## src/rtl/sec_countdown_timer.sv

```systemverilog
// Seconds-resolution countdown timer with a free prescaler, pause and expiry pulse.
// Optional feature: define COUNTDOWN_AUTORELOAD_EN to reload from the last loaded value on expiry.
module sec_countdown_timer #(
  parameter int unsigned TICKS_PER_SEC = 100000000,
  parameter int unsigned WIDTH         = 8
) (
  input  logic             CLK,
  input  logic             RESET,
  input  logic             LOAD,
  input  logic [WIDTH-1:0] LOAD_VAL,
  input  logic             RUN,
  output logic [WIDTH-1:0] SecLeft,
  output logic             RUNNING,
  output logic             TICK,
  output logic             EXPIRED
);

  localparam int unsigned PW = $clog2(TICKS_PER_SEC);
  localparam logic [PW-1:0] PRE_MAX = PW'(TICKS_PER_SEC - 1);

  typedef enum logic [1:0] {IDLE, COUNT, PAUSED, DONE} state_t;

  state_t           state, state_nx;
  logic [PW-1:0]    pre, pre_nx;
  logic [WIDTH-1:0] sec_nx;
  logic             tick_nx, exp_nx;
`ifdef COUNTDOWN_AUTORELOAD_EN
  logic [WIDTH-1:0] reload, reload_nx;
`endif

  always_ff @(posedge CLK) begin
    if (RESET) begin
      state   <= IDLE;
      pre     <= '0;
      SecLeft <= '0;
      TICK    <= 1'b0;
      EXPIRED <= 1'b0;
`ifdef COUNTDOWN_AUTORELOAD_EN
      reload  <= '0;
`endif
    end else begin
      state   <= state_nx;
      pre     <= pre_nx;
      SecLeft <= sec_nx;
      TICK    <= tick_nx;
      EXPIRED <= exp_nx;
`ifdef COUNTDOWN_AUTORELOAD_EN
      reload  <= reload_nx;
`endif
    end
  end

  always_comb begin
    state_nx = state;
    pre_nx   = pre;
    sec_nx   = SecLeft;
    tick_nx  = 1'b0;
    exp_nx   = 1'b0;
`ifdef COUNTDOWN_AUTORELOAD_EN
    reload_nx = reload;
`endif
    if (LOAD) begin
`ifdef COUNTDOWN_AUTORELOAD_EN
      reload_nx = LOAD_VAL;
`endif
      pre_nx = '0;
      if (LOAD_VAL == '0) begin
        sec_nx   = '0;
        state_nx = DONE;
      end else begin
        sec_nx   = LOAD_VAL;
        state_nx = RUN ? COUNT : PAUSED;
      end
    end else begin
      unique case (state)
        // The edge that sees RUN low still advances the prescaler, so a pause
        // of P cycles delays later ticks by exactly P cycles.
        COUNT: begin
          state_nx = RUN ? COUNT : PAUSED;
          if (pre == PRE_MAX) begin
            pre_nx  = '0;
            tick_nx = 1'b1;
            sec_nx  = (SecLeft == '0) ? '0 : SecLeft - WIDTH'(1);
            if (SecLeft == WIDTH'(1)) begin
              exp_nx = 1'b1;
`ifdef COUNTDOWN_AUTORELOAD_EN
              if (reload != '0) sec_nx = reload;
              else              state_nx = DONE;
`else
              state_nx = DONE;
`endif
            end
          end else begin
            pre_nx = pre + PW'(1);
          end
        end
        PAUSED:  if (RUN) state_nx = COUNT;
        default: ;
      endcase
    end
  end

  assign RUNNING = (state == COUNT);

endmodule

```

## config.mk

```make
export PLATFORM = sky130hd
export DESIGN_NAME = sec_countdown_timer
export DESIGN_NICKNAME = d
export VERILOG_FILES = /design/src/rtl/sec_countdown_timer.sv
export SDC_FILE = /design/constraint.sdc
export NUM_CORES = 1
export LEC_CHECK = 0
export CORE_MARGIN = 10
export CORE_UTILIZATION = 54
export CTS_BUF_LIST = sky130_fd_sc_hd__clkbuf_8
export DETAILED_ROUTE_END_ITERATION = 12
export GPL_ROUTABILITY_DRIVEN = 0
export PLACE_DENSITY = 0.77
export SYNTH_ARGS = -nofsm -noshare
export SYNTH_HDL_FRONTEND = slang
export SYNTH_SLANG_ARGS = --single-unit
```

## constraint.sdc

```tcl
create_clock -name CLK -period 6.75 [get_ports CLK]
set_clock_uncertainty 0.15 [all_clocks]
set_input_delay 1.0125 -clock CLK [delete_from_list [all_inputs] [get_ports CLK]]
set_output_delay 1.0125 -clock CLK [all_outputs]
set_load 0.02 [all_outputs]
```

==> summary.md, run 1 <==
| Metric | Value |
|---|---|
| Final Net Count | `270` |
| Least-Margin Pin Slew | `between 0.9 and 1 ns` |
| Average wire per standard cell | `13.6 um` |
| Worst skew pair latency | `0.29 ns` |
| DP Worst Slack | `3.48 ns` |
| RSZ-0062 raised after global routing | `no` |
| Clock sinks | `39` |
| Critical Path RT | `6.74 ns` |
| Worst path arrival time | `2.96 ns` |
| Syn avg cell area | `between 8 and 9 um2` |
| Reg clk slew, reported paths | `roughly 0.070 ns` |
| Initial cell density of the core | `0.577` |
| Main flop type after synthesis | `dfxtp_1` |
| Diode count | `0` |
| Sw power | `between 0.0001 and 0.00015 W` |
| CP max stage delay | `roughly 0.93 ns` |
| Number of synthesized flops with an enable pin | `0` |
| CTS resizes | `0` |
| Mapped Area | `just under 2000 um2` |
| Setup bufs post-CTS | `0` |
| Rows | `21` |
| Asr flop ratio synth | `0` |
| Post-route worst setup slack | `between 3 and 4 ns` |
| Clk buf depth | `2` |
| Root Buffer | `clkbuf_8` |
| Worst Setup End Kind | `flip-flop` |
| Area Overhead vs Synth | `15.8%` |
| Pint | `0.000338 W` |
| Mapped Nets | `252` |
| Die area | `6510 um2` |
| Die Ht | `~81 um` |
| Die Width | `80.7 um` |
| Number of synthesized register bits | `39` |
| Core box area | `~3400 um2` |
| Worst setup SP type | `input pin` |
| DP HPWL | `2920 um` |
| Fraction of layout cells with a size suffix above 1 | `0.0471` |
| Detail Route Antenna Nets | `0` |
| Number of CTS-inserted buffers | `5` |
| VDD IR max | `0.000144 V` |
| Maxcap violations | `0` |
| P per Cell Area | `about 200 nW/um2` |
| Post-synthesis cell count | `236` |
| Grt total ovfl | `0` |
| Sequential share of the synthesized area | `0.393` |
| Clock share of power | `0.364` |
| Avg Vias per Cell | `5.49` |
| Grt met1 use | `0.173` |
| Initial DRC count | `151` |
| Fin crit share | `0.439` |
| Gr busiest metal | `met2` |
| Slowest stage cell, crit path | `clkdlybuf4s50_1` |
| Met2 Resource Use GR | `0.205` |
| Maximum clock rate | `337 MHz` |
| Yosys warns | `0` |
| Final Hold Fails | `0` |
| Sequential power share | `0.531` |
| Vias in the first global route | `between 1.5k and 2k` |
| Clock tree from TritonCTS | `yes` |
| Worst Hold Class | `flip-flop to flip-flop` |
| Hold slack | `about 0.37 ns` |
| Distinct cells, synth | `45` |
| Gr usage total | `0.132` |
| Hold_buf cts | `0` |
| Finished Core Util | `0.668` |
| Port Buffers | `22` |
| Pleak | `0.735 nW` |
| Final wirelength | `4080 um` |
| Setup_tns | `0 ns` |
| Initial antenna violation count | `0` |
| Largest net degree at the start of global routing | `30` |
| # H-tree levels | `2` |
| Final Setup Violations | `0` |
| Final min period | `2.97 ns` |
| Sw Ratio | `0.248` |
| Cells along the critical path | `clkdlybuf4s50_1, or3_1, o21ai_0` |
| Status | `complete, no violations` |
| Gate power share | `0.105` |
| Worst Path Max Fanout | `29` |
| Normalized max-slew margin | `0.375` |
| First-pass GRT wire length | `7100 um` |
| Routed vias | `~1.7k` |
| IO Count | `23` |
| TritonRoute pass-1 iters | `4` |
| DRC | `0` |
| M3 GR Usage | `0.0367` |
| Critical path type | `input pin to flip-flop` |
| Pins Over Slew Limit | `0` |
| Final Power | `approximately 0.00045 W` |
==> layer usage <==
layer / vias up / wire length, um
li1: 863 / -
met1: 752 / 1980
met2: 32 / 1850
met3: 6 / 215
met5: - / 0
met4: 0 / 38
==> cells by family after synthesis <==
family                   share of synthesized area
AO/OA/AOI/OAI                               0.0850
XOR/XNOR                                     0.115
adder cells (fa/ha/maj)                     0.0252
buffers and inverters                       0.0428
flip-flops                                   0.393
multiplexers                                0.0107
AND/OR/NAND/NOR                              0.329
==> flip-flops by register name, indices dropped and copies added (netlist names) <==
signal   count
EXPIRED      1
SecLeft      8
TICK         1
pre         27
state        2
==> power by group through the flow <==
stage / clock [W] / sequential (W) / combinational [W]
2_1_floorplan: 0 / 0.000246 / 0.0000250
3_3_place_gp: 0 / 0.000244 / 0.0000469
3_5_place_dp: 0 / 0.000244 / 0.0000470
4_1_cts: 0.000167 / 0.000239 / 0.0000474
5_1_grt: 0.000177 / 0.000239 / 0.0000518
6_report: 0.000163 / 0.000239 / 0.0000472
==> worst paths after layout <==
path / start / cells past startpoint / to / slack (ns)
max reg2reg: pre[0] / 6 / SecLeft[1] / 3.89
min reg2reg: pre[7] / 2 / pre[7] / 0.37
min: pre[7] / 2 / pre[7] / 0.37
max: LOAD / 3 / SecLeft[1] / 3.78
==> area by class of cell <==
class                   instances  area, um2
inverters                       7       26.3
fillers                       295       1140
clock inverters                 2       12.5
clock buffers                   6       82.6
repair buffers                 22        220
multi-input cells             179       1120
well taps                      46       57.6
flip-flops and latches         39        781
==> critical path, delay by kind of cell <==
kind                   cells  cell delay, ns
buffers and inverters      1            0.93
AND/OR/NAND/NOR            1            0.84
AO/OA/AOI/OAI              1            0.16
==> synth_stat cells, types with 2 or more instances <==
| master | number | area share |
|---|---|---|
| a21oi_1 | 6 | 0.015 |
| a31oi_1 | 6 | 0.019 |
| a32oi_1 | 2 | 0.0088 |
| and2_1 | 2 | 0.0063 |
| and3_1 | 2 | 0.0063 |
| and4_1 | 3 | 0.013 |
| buf_2 | 2 | 0.0050 |
| buf_4 | 2 | 0.0076 |
| clkbuf_1 | 6 | 0.011 |
| dfxtp_1 | 39 | 0.39 |
| ha_1 | 4 | 0.025 |
| inv_1 | 7 | 0.013 |
| nand2_1 | 13 | 0.025 |
| nand2b_1 | 3 | 0.0094 |
| nand3_1 | 11 | 0.028 |
| nand3b_1 | 3 | 0.011 |
| nand4_1 | 7 | 0.022 |
| nor2_1 | 41 | 0.077 |
| nor2b_1 | 6 | 0.019 |
| nor3_1 | 9 | 0.023 |
| nor4_1 | 9 | 0.028 |
| nor4b_1 | 2 | 0.0088 |
| o21ai_0 | 5 | 0.013 |
| xnor2_1 | 19 | 0.084 |
| xor2_1 | 7 | 0.031 |
==> cells in the final DEF (no fill, tap or decap), types with 2 or more instances in the layout <==
| cell | instances |
|---|---|
| nand3_1 | 11 |
| a32oi_1 | 2 |
| a31oi_1 | 6 |
| nor4b_1 | 2 |
| ha_1 | 4 |
| nand2_1 | 13 |
| and3_1 | 2 |
| clkdlybuf4s50_1 | 22 |
| nand4_1 | 7 |
| inv_1 | 8 |
| nor3_1 | 9 |
| xor2_1 | 7 |
| dfxtp_1 | 39 |
| xnor2_1 | 19 |
| and4_1 | 3 |
| a21oi_1 | 6 |
| clkbuf_8 | 6 |
| nor2b_1 | 6 |
| and2_1 | 2 |
| nor2_1 | 41 |
| nor4_1 | 9 |
| nand3b_1 | 3 |
| nand2b_1 | 3 |
| o21ai_0 | 5 |
==> stage by stage <==
step	cell area, um2	cells
after floorplan	1990	236
after global placement	2210	293
after detailed placement	2210	293
after CTS	2300	301
after global routing	2300	301
final	2300	301
Note: power is estimated with default switching activity, not from simulation.
==> run 2, diff against run 1 <==
Clock period 6.75 ns to 2.8 ns, I/O delays scaled along.
==> summary.md, run 2 (synthesis results as in run 1) <==
| Metric | Value |
|---|---|
| Status | `complete, no violations` |
| Gr usage total | `0.144` |
| Worst path arrival time | `about 2.4 ns` |
| Initial antenna violation count | `0` |
| Hold_sp | `pre[1]` |
| Final wirelength | `roughly 4500 um` |
| Cells after DPL | `297` |
| Vias in the first global route | `1625` |
| Rows | `21` |
| Clock share of power | `0.414` |
| Fin crit share | `0.838` |
| Sw Ratio | `0.235` |
| Number of CTS-inserted buffers | `5` |
| Post-Layout Cell Count | `305` |
| TritonRoute pass-1 iters | `4` |
| Commonest cells after routing, fill and taps aside | `41 x nor2_1, 39 x dfxtp_1, 22 x clkdlybuf4s50_1` |
| CP max stage delay | `0.53 ns` |
| Critical path type | `flip-flop to flip-flop` |
| Commonest non-fill, non-tap cell in the layout | `nor2_1` |
| Final Setup Violations | `0` |
| Clock tree from TritonCTS | `yes` |
| Clk buf depth | `2` |
| CTS resizes | `0` |
| Hold_buf cts | `0` |
| Sequential power share | `0.485` |
| DRC | `0` |
| Grt total ovfl | `0` |
| Normalized max-slew margin | `0.613` |
| Gate power share | `0.102` |
| Routed vias | `1725` |
| Avg Vias per Cell | `5.66` |
| RSZ-0062 raised after global routing | `no` |
| Final Hold Fails | `0` |
| IO Count | `23` |
| Worst skew pair latency | `0.30 ns` |
| Root Buffer | `clkbuf_8` |
| P per Cell Area | `504 nW/um2` |
| Hold slack | `approximately 0.37 ns` |
| Worst setup SP type | `flip-flop` |
| Core box area | `roughly 3400 um2` |
| Most flops, register | `pre` |
| Area Overhead vs Synth | `18.5%` |
| Initial cell density of the core | `0.577` |
| Sequential cell area | `781 um2` |
| Max reg flops | `27` |
| Reg2reg setup slack | `0.45 ns` |
| Least-Margin Pin Slew | `0.576 ns` |
| # H-tree levels | `2` |
| Worst Path Max Fanout | `8` |
| Worst reg2reg path startpoint | `pre[0]` |
| Setup bufs post-CTS | `0` |
| Maximum clock rate | `approximately 430 MHz` |
| Slowest stage cell, crit path | `or4b_1` |
| Sw power | `about 0.00028 W` |
| Crit path to | `SecLeft[7]` |
| Critical Path RT | `2.88 ns` |
| Die area | `~6500 um2` |
| Pins Over Slew Limit | `0` |
| Setup_tns | `0 ns` |
| Pleak | `0.764 nW` |
| FILL cells | `roughly 280` |
| Critical Path Source | `pre[0]` |
| Fraction of layout cells with a size suffix above 1 | `0.0656` |
| Top flop regs | `pre: 27 flops, SecLeft: 8 flops, state: 2 flops` |
| Final min period | `about 2.3 ns` |
| Die Width | `80.7 um` |
| Worst Setup End Kind | `flip-flop` |
| Cells on worst reg2reg path | `6` |
| Port Buffers | `22` |
| Reg clk slew, reported paths | `around 0.08 ns` |
| RR Endpoint | `SecLeft[7]` |
| Worst Hold Class | `flip-flop to flip-flop` |
| Area of the multi-input gates | `1120 um2` |
| Die Ht | `80.7 um` |
| Pint | `0.000908 W` |
| Maxcap violations | `0` |
| Cells along the critical path | `ha_1, nor4b_1, nand4_1, or2_1, or4b_1, a21oi_1` |
| Final Net Count | `274` |
| First-pass GRT wire length | `approximately 7600 um` |
| Largest net degree at the start of global routing | `30` |
| Diode count | `0` |
| VDD IR max | `0.000349 V` |
| Initial DRC count | `about 130` |
| DP HPWL | `3130 um` |
| Clock sinks | `39` |
| Detail Route Antenna Nets | `0` |
| Average wire per standard cell | `roughly 15 um` |
run 2: cell types whose count changed in the layout (fill, tap and decap cells not counted):
cell	before	now
buf_4	0	4
bufinv_16	0	1
clkinv_2	0	1
clkinv_4	1	0
inv_1	8	7
run 2: how the worst min path moves through the flow:
stage / to / slack (ns) / cells after the start
2_1_floorplan: pre[7] / 0.32 / 2
3_3_place_gp: pre[7] / 0.34 / 2
3_5_place_dp: pre[23] / 0.35 / 2
4_1_cts: pre[1] / 0.37 / 2
5_1_grt: pre[1] / 0.39 / 2
6_report: pre[1] / 0.37 / 2
run 2: routing by layer:
metal / GRT usage / up-vias / share of wire
li1: - / 870 / -
met1: 0.177 / 806 / 0.45
met2: 0.229 / 40 / 0.47
met3: 0.0345 / 9 / 0.058
met4: 0.0744 / 0 / 0.021
met5: 0 / - / 0
run 2: area by class of cell:
type | count | share of cell area
timing repair buffer | 26 | 0.106
sequential | 39 | 0.332
multi-input combinational | 179 | 0.476
inverter | 7 | 0.0112
clock buffer | 6 | 0.0351
tap | 46 | 0.0245
clock inverter | 2 | 0.0149
run 2: worst max-delay path, delay by kind of cell (launching register included):
family                   cells  cell delay (ns)
AO/OA/AOI/OAI                1             0.14
adder cells (fa/ha/maj)      1             0.28
flip-flops                   1             0.37
AND/OR/NAND/NOR              4             1.35
run 2: stage by stage:
| stage | utilization | cell area, um2 | power (W) | worst slack [ns] |
|---|---|---|---|---|
| global placement | 0.650 | 2240 | 0.000705 | 0.454 |
| global route | 0.684 | 2350 | 0.00122 | 0.291 |
| CTS | 0.684 | 2350 | 0.00119 | 0.456 |
| finish | 0.684 | 2350 | 0.00119 | 0.453 |
| detailed placement | 0.650 | 2240 | 0.000707 | 0.365 |
| floorplan | - | 1990 | 0.000655 | 0.648 |
run 2: power groups by stage:
stage	sequential [W]	combinational, W	clock, W
after floorplan	0.000594	0.0000603	0
after global placement	0.000588	0.000117	0
after detailed placement	0.000588	0.000119	0
after CTS	0.000575	0.000120	0.000499
after global routing	0.000577	0.000133	0.000514
final	0.000575	0.000121	0.000491
==> run 3, diff against run 2 <==
Settings changed: CORE_UTILIZATION 54 to 52, PLACE_DENSITY 0.77 to 0.78.
Clock period 2.8 ns to 1.9 ns, I/O delays scaled along.
==> summary.md, run 3 (synthesis results as in run 1) <==
| Metric | Value |
|---|---|
| Port Buffers | `22` |
| DP HPWL | `3670 um` |
| Final Net Count | `323` |
| Initial antenna violation count | `0` |
| Reg clk slew, reported paths | `0.08 ns` |
| Commonest cells after routing, fill and taps aside | `51 x buf_4, 39 x nor2_1, 34 x dfxtp_1` |
| Cells after DPL | `347` |
| Maximum clock rate | `between 500 and 600 MHz` |
| Commonest non-fill, non-tap cell in the layout | `buf_4` |
| Initial cell density of the core | `0.539` |
| Hold slack | `0.369 ns` |
| Routed vias | `1945` |
| Final Setup Violations | `3` |
| Worst Setup End Kind | `flip-flop` |
| DRC | `0` |
| Worst Hold Class | `flip-flop to flip-flop` |
| Max reg flops | `27` |
| Final Hold Fails | `0` |
| Maxcap violations | `0` |
| Root Buffer | `clkbuf_8` |
| First-pass GRT wire length | `about 8600 um` |
| Initial DRC count | `117` |
| Die area | `around 6700 um2` |
| Pleak | `roughly 1.1 nW` |
| Hold_buf cts | `0` |
| Least-Margin Pin Slew | `0.396 ns` |
| Pins Over Slew Limit | `0` |
| Failing checks | `negative setup slack` |
| Die Width | `81.8 um` |
| Critical path type | `flip-flop to flip-flop` |
| Clock sinks | `39` |
| Worst skew pair latency | `0.29 ns` |
| Largest net degree at the start of global routing | `19` |
| Worst Path Max Fanout | `4` |
| Number of CTS-inserted buffers | `5` |
| Final wirelength | `5290 um` |
| IO Count | `23` |
| P per Cell Area | `about 570 nW/um2` |
| Slowest stage cell, crit path | `or4b_4` |
| Cells along the critical path | `nor4b_2, nand4_1, or2_4, or4b_4, a21oi_2` |
| Fin crit share | `1.05` |
| Detail Route Antenna Nets | `0` |
| Most flops, register | `pre` |
| Gr usage total | `0.161` |
| Rows | `22` |
| Worst setup SP type | `flip-flop` |
| Area Overhead vs Synth | `42.9%` |
| Clock tree from TritonCTS | `yes` |
| TritonRoute pass-1 iters | `4` |
| Top flop regs | `pre: 27 flops, SecLeft: 8 flops, state: 2 flops` |
| CP max stage delay | `0.50 ns` |
| Avg Vias per Cell | `5.46` |
| Die Ht | `81.8 um` |
| Post-route worst setup slack | `-0.0887 ns` |
| Final min period | `1.99 ns` |
| Diode count | `0` |
| Fraction of layout cells with a size suffix above 1 | `0.302` |
| Critical Path RT | `1.99 ns` |
| Post-Layout Cell Count | `356` |
| Clk buf depth | `2` |
| Core box area | `3690 um2` |
| # H-tree levels | `2` |
| VDD IR max | `0.000588 V` |
| Worst path arrival time | `2.08 ns` |
| Finished Core Util | `0.770` |
| Vias in the first global route | `1888` |
| RSZ-0062 raised after global routing | `yes` |
| Status | `finished with violations` |
| DP Worst Slack | `-0.344 ns` |
| Grt total ovfl | `0` |
| Reg2reg setup slack | `-0.09 ns` |
| Average wire per standard cell | `14.8 um` |
| Normalized max-slew margin | `0.735` |
[run 3: cell count changes in the layout (fill, tap and decap cells not counted), sizes merged]
cell           before  now
bufinv              1    0
clkbuf              6    5
buf                 4   53
clkinv              1    3
dlygate4sd2         0    3
clkdlybuf4s50      22   19
[run 3: what timing repair did]
item	4_1_cts	5_1_grt
endpoints found under the setup margin	9	38
pin swaps	2	6
buffers inserted	2	0
gates cloned	0	0
gates resized for setup	9	18
[run 3: per-layer routing]
layer | wire length [um] | track usage | vias up
li1 | - | - | 969
met1 | 2250 | 0.186 | 914
met2 | 2650 | 0.281 | 53
met3 | 321 | 0.0382 | 9
met4 | 68 | 0.0595 | 0
met5 | 0 | 0 | -
[run 3: layout make-up]
| cell class | count | area (um2) |
|---|---|---|
| Multi-Input combinational cell | 179 | 1250 |
| Timing Repair Buffer | 75 | 631 |
| Clock inverter | 3 | 15.0 |
| Fill cell | 270 | 850 |
| Clock buffer | 5 | 68.8 |
| Tap cell | 48 | 60.1 |
| Inverter | 7 | 26.3 |
| Sequential cell | 39 | 787 |
[run 3: power breakdown]
part	internal (W)	switching (W)	total, W
Clock	0.000251	0.000287	0.000538
Sequential	0.000832	0.0000151	0.000847
Combinational	0.000119	0.000117	0.000235
Total	0.00120	0.000419	0.00162
[run 3: worst max-delay path, delay by kind of cell, from the launching register on]
kind	cells	cell delay, ns
AND/OR/NAND/NOR	4	1.33
AO/OA/AOI/OAI	1	0.12
flip-flops	1	0.33
[run 3: path summary, 6_finish.rpt]
check,startpoint,endpoint,cells after the start
min reg2reg,pre[23],pre[23],2
max reg2reg,pre[11],SecLeft[7],5
max,pre[11],SecLeft[7],5
min,pre[23],pre[23],2
[run 3: stage by stage]
stage / power (W) / TNS, ns / area [um2]
2_1_floorplan: 0.000973 / -0.525 / 2030
3_3_place_gp: 0.00109 / -0.908 / 2650
3_5_place_dp: 0.00109 / -1.21 / 2650
4_1_cts: 0.00162 / -0.104 / 2780
5_1_grt: 0.00169 / -0.447 / 2840
6_report: 0.00162 / -0.126 / 2840
==> variant 1, RTL diff (settings of run 1) <==
Add a define of `COUNTDOWN_AUTORELOAD_EN`.
--- a/src/rtl/sec_countdown_timer.sv
+++ b/src/rtl/sec_countdown_timer.sv
@@ -2,2 +2,4 @@
 // Optional feature: define COUNTDOWN_AUTORELOAD_EN to reload from the last loaded value on expiry.
+`define COUNTDOWN_AUTORELOAD_EN
+
 module sec_countdown_timer #(
Behaviour: no difference found for any inputs over 10 cycles, from zero or initial values and one cycle with RESET high; that may be too few to reach the edited logic, so the function may still have changed.
==> variant 1 against run 1 <==
Area after synthesis rose by 18%; final area rose by 17%; wire length rose by 33%; power rose by 23%; clock power rose by 11%; combinational power rose by 61%; worst setup slack got worse by 300 ps; first-iteration DRC count rose by 17%; critical path depth rose by 2; sequential cell count rose by 8; largest power group unchanged.
==> variant 1: results (changes against run 1) <==
DR vias -> 2092 (+27%)
DP Cell Count -> 338 (+15%)
Crit path from -> LOAD
Most frequent cells after synthesis -> 47 x dfxtp_1, 44 x nor2_1, 24 x nand2_1
Top_reg_cell synth -> dfxtp_1
Fill cell count -> 362 (+23%)
Clk_lat worst skew -> 290 ps (about the same)
Wirelength per Cell -> 15.6 um (+15%)
H-tree depth -> 2 (unchanged)
Flop2flop setup slack -> 4490 ps (+600 ps)
Vias in the first global route -> 1916 (+23%)
Synth Warn # -> 0 (unchanged)
Via density per instance -> 6.05 (+10%)
Gr usage total -> 14.7% (+1.5 points)
Crit path DAT -> 3310 ps (+350 ps)
Crit Path Max Fanout -> 22 (-24%)
Worst R2R End -> SecLeft[5]
Clock Path Buffers -> 2 (unchanged)
Max-cap violations -> 0 (unchanged)
Share of layout cells above drive strength 1 -> 6.76% (+2.1 points)
Hold Path Origin -> reload[0]
Detailed Place HPWL -> 3890 um (+33%)
Status -> completed
Synth area leaders -> dfxtp_1 40%, xnor2_1 8.2%, nor2_1 7.0%
Achievable Freq -> 0.306 GHz (-9.2%)
Clock slew at reported path FFs -> 80 ps
Clk Tree Root Cell -> clkbuf_8
Initial drt markers -> 177 (+17%)
1st-pass router iterations -> 5 (+1)
Syn Inst Count -> 275 (+17%)
Layout Nets -> 310 (+15%)
Leak -> 0.906 nW (+23%)
IO buf count -> 22 (unchanged)
CP endpoint kind -> register
R2R Path Start -> SecLeft[0]
Crit path largest cell delay -> 1030 ps (+100 ps)
Fraction of registers with async set/reset -> 0% (unchanged)
Largest delay share family, worst path -> buffers and inverters
R2R depth -> 6 (unchanged)
Slew HR -> 42.7% (+5.2 points)
# resized after CTS -> 0 (unchanged)
Pin count of the biggest net entering global routing -> 28 (-6.7%)
Largest regs -> pre x27, SecLeft x8, reload x8
Netlist cell types -> 48 (+6.7%)
CP max stage cell -> clkdlybuf4s50_1
Setup WS pre-CTS -> 3260 ps (-215 ps)
Sequential area share after synthesis -> 40.0% (+0.73 points)
Antenna diodes -> 0 (unchanged)
Worst vdd ir -> 0.178 mV (+23%)
Syn nets -> 290 (+15%)
Initial antenna violation count -> 0 (unchanged)
Setup Buffers After CTS -> 0 (unchanged)
First-pass GRT wire length -> 9110 um (+28%)
TritonCTS Buffers -> 5 (unchanged)
Worst hold path class -> reg2reg
## variant 1: power by group
group,switching [W],internal [W]
Clock,0.0000889,0.0000920
Combinational,0.0000426,0.0000335
Sequential,0.0000101,0.000285
Total,0.000142,0.000411
## variant 1: cell families after synthesis
logic type | after synthesis | synth area share, %
AND/OR/NAND/NOR | 136 | 30.6
flip-flops | 47 | 40.0
multiplexers | 7 | 2.98
XOR/XNOR | 26 | 9.69
AO/OA/AOI/OAI | 40 | 11.8
adder cells (fa/ha/maj) | 3 | 1.60
buffers and inverters | 16 | 3.30
## variant 1: worst min path at each step
stage,to,depth (start not counted)
after floorplan,reload[0],2
after CTS,reload[0],2
after global routing,reload[0],2
after detailed placement,reload[0],2
final,reload[0],2
after global placement,reload[7],2
## variant 1: final cells by class
type                            count  area [sq um]  area share, %
Clock buffer                        7          96.3           3.59
Multi-Input combinational cell    212          1330           49.7
Clock inverter                      1          3.75          0.140
Sequential cell                    47           941           35.1
Inverter                            7          26.3          0.979
Tap cell                           50          62.6           2.33
Timing Repair Buffer               22           220           8.21
## variant 1: metal layers
| metal | GRT usage (%) | up-vias | share of wire, % |
|---|---|---|---|
| met5 | 0 | - | 0 |
| met4 | 4.49 | 0 | 1.4 |
| met3 | 3.88 | 9 | 7.7 |
| met2 | 21.8 | 91 | 43 |
| met1 | 20.1 | 961 | 47 |
| li1 | - | 1031 | - |
## variant 1: per-stage QoR
step	hold WS (ps)	cell area, sq um	util, %	power [W]
after floorplan	299	2350	-	0.000349
after global placement	332	2580	62.8	0.000375
after detailed placement	330	2580	62.8	0.000376
after CTS	342	2680	65.2	0.000556
after global routing	367	2680	65.2	0.000575
final	340	2680	65.2	0.000552
## variant 1: worst reg2reg max path: stages (launching register included)
cell	delay, ps
dfxtp_1	460
ha_1	180
or4b_4	510
nor3_1	420
a22oi_1	190
o41ai_1	130
a32o_2	170
==> variant 2, RTL diff (config.mk and constraints of run 1) <==
Made on the original files. Reset style: asynchronous (`RESET`), changed in one clocked block.
--- a/src/rtl/sec_countdown_timer.sv
+++ b/src/rtl/sec_countdown_timer.sv
@@ -30,3 +30,3 @@
 
-  always_ff @(posedge CLK) begin
+  always_ff @(posedge CLK or posedge RESET) begin
     if (RESET) begin
Check against the original RTL: differs if RESET is asserted again (counterexample within 4 cycles, from zero or initial values and one cycle with RESET high); with RESET held inactive, the same outputs for 10 cycles.
==> variant 2 against run 1 <==
Wire length increased by 23%; cell count increased by 4.7%; sequential cell count did not move; worst setup slack got worse by 160 ps; non-clock buffer count is 2 higher; critical endpoint is now pre[24]; sequential share of layout area grew 3.6 points; area after synthesis is 13% higher; power grew 6.6%; fmax is 5.2% lower; largest power group unchanged; final area grew 13%.
==> variant 2: results (changes against run 1) <==
Fill cell count -> 316 (+7.1%)
First-pass GRT wire length -> 8560 um (+21%)
DP Cell Count -> 307 (+4.8%)
Crit path DAT -> 3160 ps (+200 ps)
Hold Path Sink -> pre[22]
Crit Path Max Fanout -> 24 (-17%)
Crit path largest cell delay -> 880 ps (-50 ps)
Worst R2R End -> SecLeft[5]
Syn nets -> 254 (+0.79%)
Detailed Place HPWL -> 3620 um (+24%)
Top_reg_cell synth -> dfrtp_1
Avg Cell Area, Syn -> 9.42 sq um (+12%)
Layout Nets -> 280 (+3.7%)
Via density per instance -> 6.09 (+11%)
Hold Path Origin -> pre[22]
Status -> completed
Pin count of the biggest net entering global routing -> 40 (+33%)
Initial drt markers -> 144 (-4.6%)
Vias in the first global route -> 1848 (+19%)
Area after DPL -> 0.00252 sq mm (+14%)
1st-pass router iterations -> 5 (+1)
Final wirelength -> 5020 um (+23%)
Synth area leaders -> dfrtp_1 44%, nor2_1 5.4%, xnor2_1 4.3%
Leak -> 1.07 nW (+46%)
Tightest hold margin -> 395 ps (+22.8 ps)
-- variant 2: changes by cell type after synthesis, moves of 5 or more --
cell / delta
dfrtp_1: +39
dfxtp_1: -39
nand2_1: +7
nor2_1: -9
nor2b_1: -6
nor3_1: +5
o21ai_0: +6
xnor2_1: -8
-- variant 2: how the worst max path moves through the flow --
stage	slack [ps]	cells past startpoint	startpoint	end
6_report	3620	5	LOAD	pre[24]
5_1_grt	3470	5	LOAD	pre[26]
4_1_cts	3640	4	LOAD	pre[10]
3_5_place_dp	3320	5	LOAD	pre[16]
3_3_place_gp	3360	5	LOAD	pre[12]
2_1_floorplan	4630	5	LOAD	pre[7]
-- variant 2: kinds of logic (layout without fill, tap and decap cells) --
logic type | Yosys count | count (layout) | share of synthesized area [%]
simple gates | 117 | 117 | 29.2
compound gates | 43 | 43 | 14.1
flops | 39 | 39 | 43.5
xor+xnor | 19 | 19 | 7.42
buf+inv | 14 | 41 | 2.51
fa+ha+maj | 4 | 4 | 2.23
mux | 2 | 2 | 0.949
-- variant 2: per-layer routing --
layer  vias to the layer above  share of wire [%]  global-route usage [%]
li1                        925                  -                       -
met1                       935                 46                    18.6
met2                        50                 47                    21.6
met3                         7                5.3                    3.96
met4                         0                1.3                    4.04
met5                         -                  0                       0
-- variant 2: final cells by class --
class	instances	share of cell area [%]
Inverter	9	1.30
Clock inverter	3	0.625
Sequential cell	39	37.5
Tap cell	50	2.40
Multi-Input combinational cell	185	46.5
Clock buffer	5	2.64
Timing Repair Buffer	24	9.04
-- variant 2: power by group --
| part | internal (W) | switching, W |
|---|---|---|
| sequential | 0.000242 | 0.0000107 |
| combinational | 0.0000319 | 0.0000427 |
| clock | 0.0000707 | 0.0000812 |
-- variant 2: worst max-delay path: cells and delay by family --
| kind | cells | cell delay [ps] |
|---|---|---|
| AO/OA/AOI/OAI | 1 | 880 |
| XOR/XNOR | 1 | 190 |
| buffers and inverters | 1 | 840 |
| AND/OR/NAND/NOR | 2 | 230 |
-- variant 2: metrics by stage --
step           util (%)  total power, W  setup WS, ps
2_1_floorplan         -        0.000299          4630
3_3_place_gp       62.9        0.000331          3360
3_5_place_dp       62.9        0.000331          3320
4_1_cts            65.1        0.000484          3640
5_1_grt            65.1        0.000504          3470
6_report           65.1        0.000479          3620
